**src/rtl/hamming_decode.sv**
```systemverilog
// Two-stage pipelined Hamming(12,8) decoder with valid/ready handshakes on both
// sides and saturating counters of delivered corrected / uncorrectable words.
module hamming_decode #(
  parameter int CNT_W = 8
) (
  input  logic             clk,
  input  logic             rst,
  input  logic             in_valid,
  output logic             in_ready,
  input  logic [11:0]      data_in,
  input  logic             out_ready,
  output logic             out_valid,
  output logic [7:0]       data_out,
  output logic [3:0]       syndrome,
  output logic             err_corr,
  output logic             err_uncorr,
  input  logic             clr_counts,
  output logic [CNT_W-1:0] corr_count,
  output logic [CNT_W-1:0] uncorr_count
);

  logic        s1_valid_reg;
  logic [11:0] s1_code_reg;
  logic [3:0]  s1_syn_reg;
  logic [3:0]  in_syn;
  logic [11:0] fixed_code;
  logic [7:0]  fixed_data;
  logic        syn_corr;
  logic        syn_uncorr;
  logic        s2_load;
  logic        in_fire;
  logic        out_fire;

  // Syndrome is the XOR of the 1-based positions of every set codeword bit.
  always_comb begin
    in_syn = '0;
    for (int j = 0; j < 12; j++) begin
      if (data_in[j]) in_syn = in_syn ^ 4'(j + 1);
    end
  end

  // Syndromes 13..15 match no position, so those words pass through unflipped.
  generate
    for (genvar gi = 0; gi < 12; gi++) begin : g_fix
      assign fixed_code[gi] = s1_code_reg[gi] ^ (s1_syn_reg == 4'(gi + 1));
    end
  endgenerate

  assign fixed_data = {fixed_code[11:8], fixed_code[6:4], fixed_code[2]};
  assign syn_corr   = (s1_syn_reg != 4'd0) && (s1_syn_reg <= 4'd12);
  assign syn_uncorr = (s1_syn_reg >= 4'd13);

  assign s2_load  = !out_valid || out_ready;
  assign in_ready = !rst && (!s1_valid_reg || s2_load);
  assign in_fire  = in_valid && in_ready;
  assign out_fire = out_valid && out_ready;

  always_ff @(posedge clk) begin
    if (rst) begin
      s1_valid_reg <= 1'b0;
      s1_code_reg  <= '0;
      s1_syn_reg   <= '0;
    end else if (in_fire) begin
      s1_valid_reg <= 1'b1;
      s1_code_reg  <= data_in;
      s1_syn_reg   <= in_syn;
    end else if (s2_load) begin
      s1_valid_reg <= 1'b0;
    end
  end

  always_ff @(posedge clk) begin
    if (rst) begin
      out_valid  <= 1'b0;
      data_out   <= '0;
      syndrome   <= '0;
      err_corr   <= 1'b0;
      err_uncorr <= 1'b0;
    end else if (s2_load) begin
      out_valid  <= s1_valid_reg;
      data_out   <= fixed_data;
      syndrome   <= s1_syn_reg;
      err_corr   <= syn_corr;
      err_uncorr <= syn_uncorr;
    end
  end

  // Counting on the output transfer keeps a stalled word from being counted twice.
  always_ff @(posedge clk) begin
    if (rst || clr_counts) begin
      corr_count   <= '0;
      uncorr_count <= '0;
    end else if (out_fire) begin
      if (err_corr && (corr_count != {CNT_W{1'b1}}))
        corr_count <= corr_count + 1'b1;
      if (err_uncorr && (uncorr_count != {CNT_W{1'b1}}))
        uncorr_count <= uncorr_count + 1'b1;
    end
  end

endmodule
```
**config.mk**
```make
export PLATFORM = sky130hd
export DESIGN_NAME = hamming_decode
export DESIGN_NICKNAME = d
export VERILOG_FILES = /design/src/rtl/hamming_decode.sv
export SDC_FILE = /design/constraint.sdc
export NUM_CORES = 1
export LEC_CHECK = 0
export ABC_AREA = 1
export ABC_CLOCK_PERIOD_IN_PS = 1390
export CELL_PAD_IN_SITES_DETAIL_PLACEMENT = 1
export CELL_PAD_IN_SITES_GLOBAL_PLACEMENT = 2
export CORE_MARGIN = 2
export CORE_UTILIZATION = 28
export CTS_CLUSTER_SIZE = 16
export DETAILED_ROUTE_END_ITERATION = 8
export PLACE_DENSITY_LB_ADDON = 0.1
export SETUP_SLACK_MARGIN = 0.15
export SLEW_MARGIN = 20
export SYNTH_ARGS = -nofsm -noshare
export SYNTH_HDL_FRONTEND = slang
export SYNTH_SLANG_ARGS = --single-unit
```
**constraint.sdc**
```tcl
create_clock -name clk -period 1.39 [get_ports clk]
set_input_delay 0.278 -clock clk [delete_from_list [all_inputs] [get_ports clk]]
set_output_delay 0.278 -clock clk [all_outputs]
set_load 0.05 [all_outputs]
```
==> results.json <==
{
  "start_util_pct": 29.0,
  "drc": 0,
  "stdcell_count": 544,
  "synth_flop_cell": "dfxtp_1",
  "die-area_um2": 9300,
  "setup_viol": 1,
  "grt_pass1_wl_mm": 11.6,
  "dr_total_vias": 2531,
  "cellPowerDensity_nw_per_um2": 735,
  "drv_cap": 0,
  "power_mw": 3.12,
  "use_met1_pct": 19.4,
  "synthCells": 342,
  "fmax_ghz": 0.663,
  "violations": "negative setup slack",
  "dp.cells": 516,
  "routed_wl_mm": 7.60,
  "grt_use_met3_pct": 2.87,
  "fp-row-count": 33,
  "cts_tree": "yes",
  "synth_edf_count": 0,
  "fin_worst_skew_ns": 0.00692,
  "clk_latency_ns": 0.30,
  "final_core_util_pct": 51.4,
  "place_area_um2": 3580,
  "slew_headroom_pct": 79.2,
  "tightest_slew_ns": 0.311,
  "antennaDiodeCount": 0,
  "avgSynthCellArea_um2": 7.00,
  "cpMaxStageDelayCell": "dfxtp_4",
  "clockRootBuffer": "clkbuf_8",
  "required_ns": 1.11,
  "fin_nets": 457,
  "dp_hpwl_mm": 5.33,
  "top_usage_layer": "met2",
  "synth_cell_types": 30,
  "overflow": 0,
  "synth_area_um2": 2390,
  "grt_pass1_vias": 2543,
  "postLayoutSetupSlackWorst_ns": -0.117,
  "yosys_warnings": 0,
  "critical_path.max_fanout": 2,
  "timing.setup.tns_ns": -0.117,
  "synth_nets": 361,
  "dr.pass1.iters": 4,
  "crit_chain": "inv_2 -> nor2_4 -> nand2_2 -> nand2_2 -> clkinvlp_4 -> buf_12",
  "antenna_found_initial": 0,
  "cts_buffers": 5,
  "status": "finished, violations left",
  "ctsLongestPathBuffers": 2,
  "crit_path_end_kind": "output pin",
  "worstSetupPathType": "reg2out",
  "die-height_um": 96.4,
  "seq_area_frac_synth_pct": 36.8,
  "path_clk_slew_ns": 0.09,
  "critPathLaunchType": "flop",
  "port_buffers": 48,
  "ys_seq_elements": 44,
  "peakVddDrop_v": 0.000512,
  "pin_count": 49,
  "crit_top_cell": "nand2_2",
  "drive_gt1_share_pct": 46.9,
  "cp_slowest_stage_delay_ns": 0.36,
  "grt_start_max_net_pins": 17,
  "synthToLayoutAreaGrowth_pct": 77.4,
  "place_congestion": 0.752,
  "fin_crit_sh_pct": 108,
  "finalCriticalPeriod_ns": 1.51,
  "grtUsageMet2_pct": 28.8,
  "clock_sinks": 44,
  "grt_usage_pct": 15.9,
  "ys_async_sr_fraction_pct": 0,
  "drtAntennaViolNets": 0,
  "wl_per_cell_um": 14.0,
  "core-area_um2": 8260,
  "routed_via_density": 4.65,
  "leakage_nw": 1.86,
  "design_area_um2": 4240,
  "drtIter0Drc": 36,
  "die_x_um": 96.4,
  "h-tree-depth": 2,
  "rsz0062_at_grt": "yes",
  "holdCritPathClass": "in2reg",
  "cp_data_arrival_time_ns": 1.23,
  "hold_violations": 0,
  "drv_slew": 0
}
[Yosys cell counts, types with 3 or more instances]
cell type | number | share of area (%)
a21oi_1 | 19 | 4.0
buf_2 | 5 | 1.0
dfxtp_1 | 44 | 37
inv_1 | 43 | 6.7
inv_2 | 3 | 0.47
nand2_1 | 88 | 14
nand2_2 | 7 | 1.8
nand3_1 | 26 | 5.4
nand3b_1 | 4 | 1.3
nand4_1 | 4 | 1.0
nor2_1 | 18 | 2.8
nor2_2 | 4 | 1.0
nor2_4 | 6 | 2.8
nor3_1 | 4 | 0.84
o21ai_0 | 25 | 5.2
o21ai_1 | 4 | 0.84
o21bai_1 | 6 | 1.9
xnor2_1 | 6 | 2.2
xor2_1 | 9 | 3.3
[worst max-delay path: cells and delay by family (launching register included)]
kind / cells / cell delay, ns
AND/OR/NAND/NOR: 3 / 0.27
flip-flops: 1 / 0.36
buffers and inverters: 3 / 0.29
[report_power, final]
part	switching, mW	internal [mW]
Combinational	0.397	0.344
Clock	0.460	0.524
Sequential	0.0861	1.31
Total	0.943	2.18
[stage by stage]
step | hold slack, ns | setup slack (ns)
2_1_floorplan | 0.434 | 0.121
3_3_place_gp | 0.479 | -0.219
6_report | 0.439 | -0.117
3_5_place_dp | 0.480 | -0.240
4_1_cts | 0.493 | -0.0998
5_1_grt | 0.452 | -0.171
[metal layers]
metal  share of wire, %  wire length [um]
met1                 43              3270
met5                  0                 0
met3                2.9               222
met4                1.8               137
met2                 52              3970
[placed cells by master (no fill, tap or decap), types with 13 or more instances in the layout]
cell type and count:
a21oi_2 13, buf_12 34, buf_4 30, buf_6 16, dfxtp_1 21, dfxtp_4 14
inv_1 35, nand2_1 73, nand3_1 17, o21ai_1 13
[kinds of logic after synthesis]
family,after synthesis,share of synthesized area (%)
AND/OR/NAND/NOR,165,32.7
AO/OA/AOI/OAI,60,14.2
XOR/XNOR,15,5.49
buffers and inverters,56,9.73
flip-flops,44,36.8
adder cells (fa/ha/maj),2,1.05
[final timing paths]
| check | startpoint | to | slack (ns) | depth (start not counted) |
|---|---|---|---|---|
| min | data_in[6] | s1_code_reg[6] | 0.44 | 4 |
| max | out_valid | in_ready | -0.12 | 6 |
| max reg2reg | out_valid | s1_syn_reg[1] | 0.07 | 10 |
| min reg2reg | s1_code_reg[2] | s1_code_reg[2] | 0.49 | 2 |
[area by class of cell]
| type | instances | area (um2) |
|---|---|---|
| clock inverters | 3 | 37.5 |
| inverters | 49 | 218 |
| clock buffers | 5 | 68.8 |
| repair buffers | 96 | 1240 |
| well taps | 105 | 131 |
| fillers | 958 | 4010 |
| flip-flops and latches | 44 | 945 |
| multi-input cells | 242 | 1600 |
[what timing repair did]
item | 4_1_cts | 5_1_grt
resized for setup | 13 | 120
setup buffers | 11 | 8
pin swaps | 7 | 24
endpoints found under the setup margin | 31 | 39
gates cloned | 0 | 1
hold buffers | 0 | 0
endpoints found under the hold margin | 0 | 0
(Power assumes the default switching activity.)
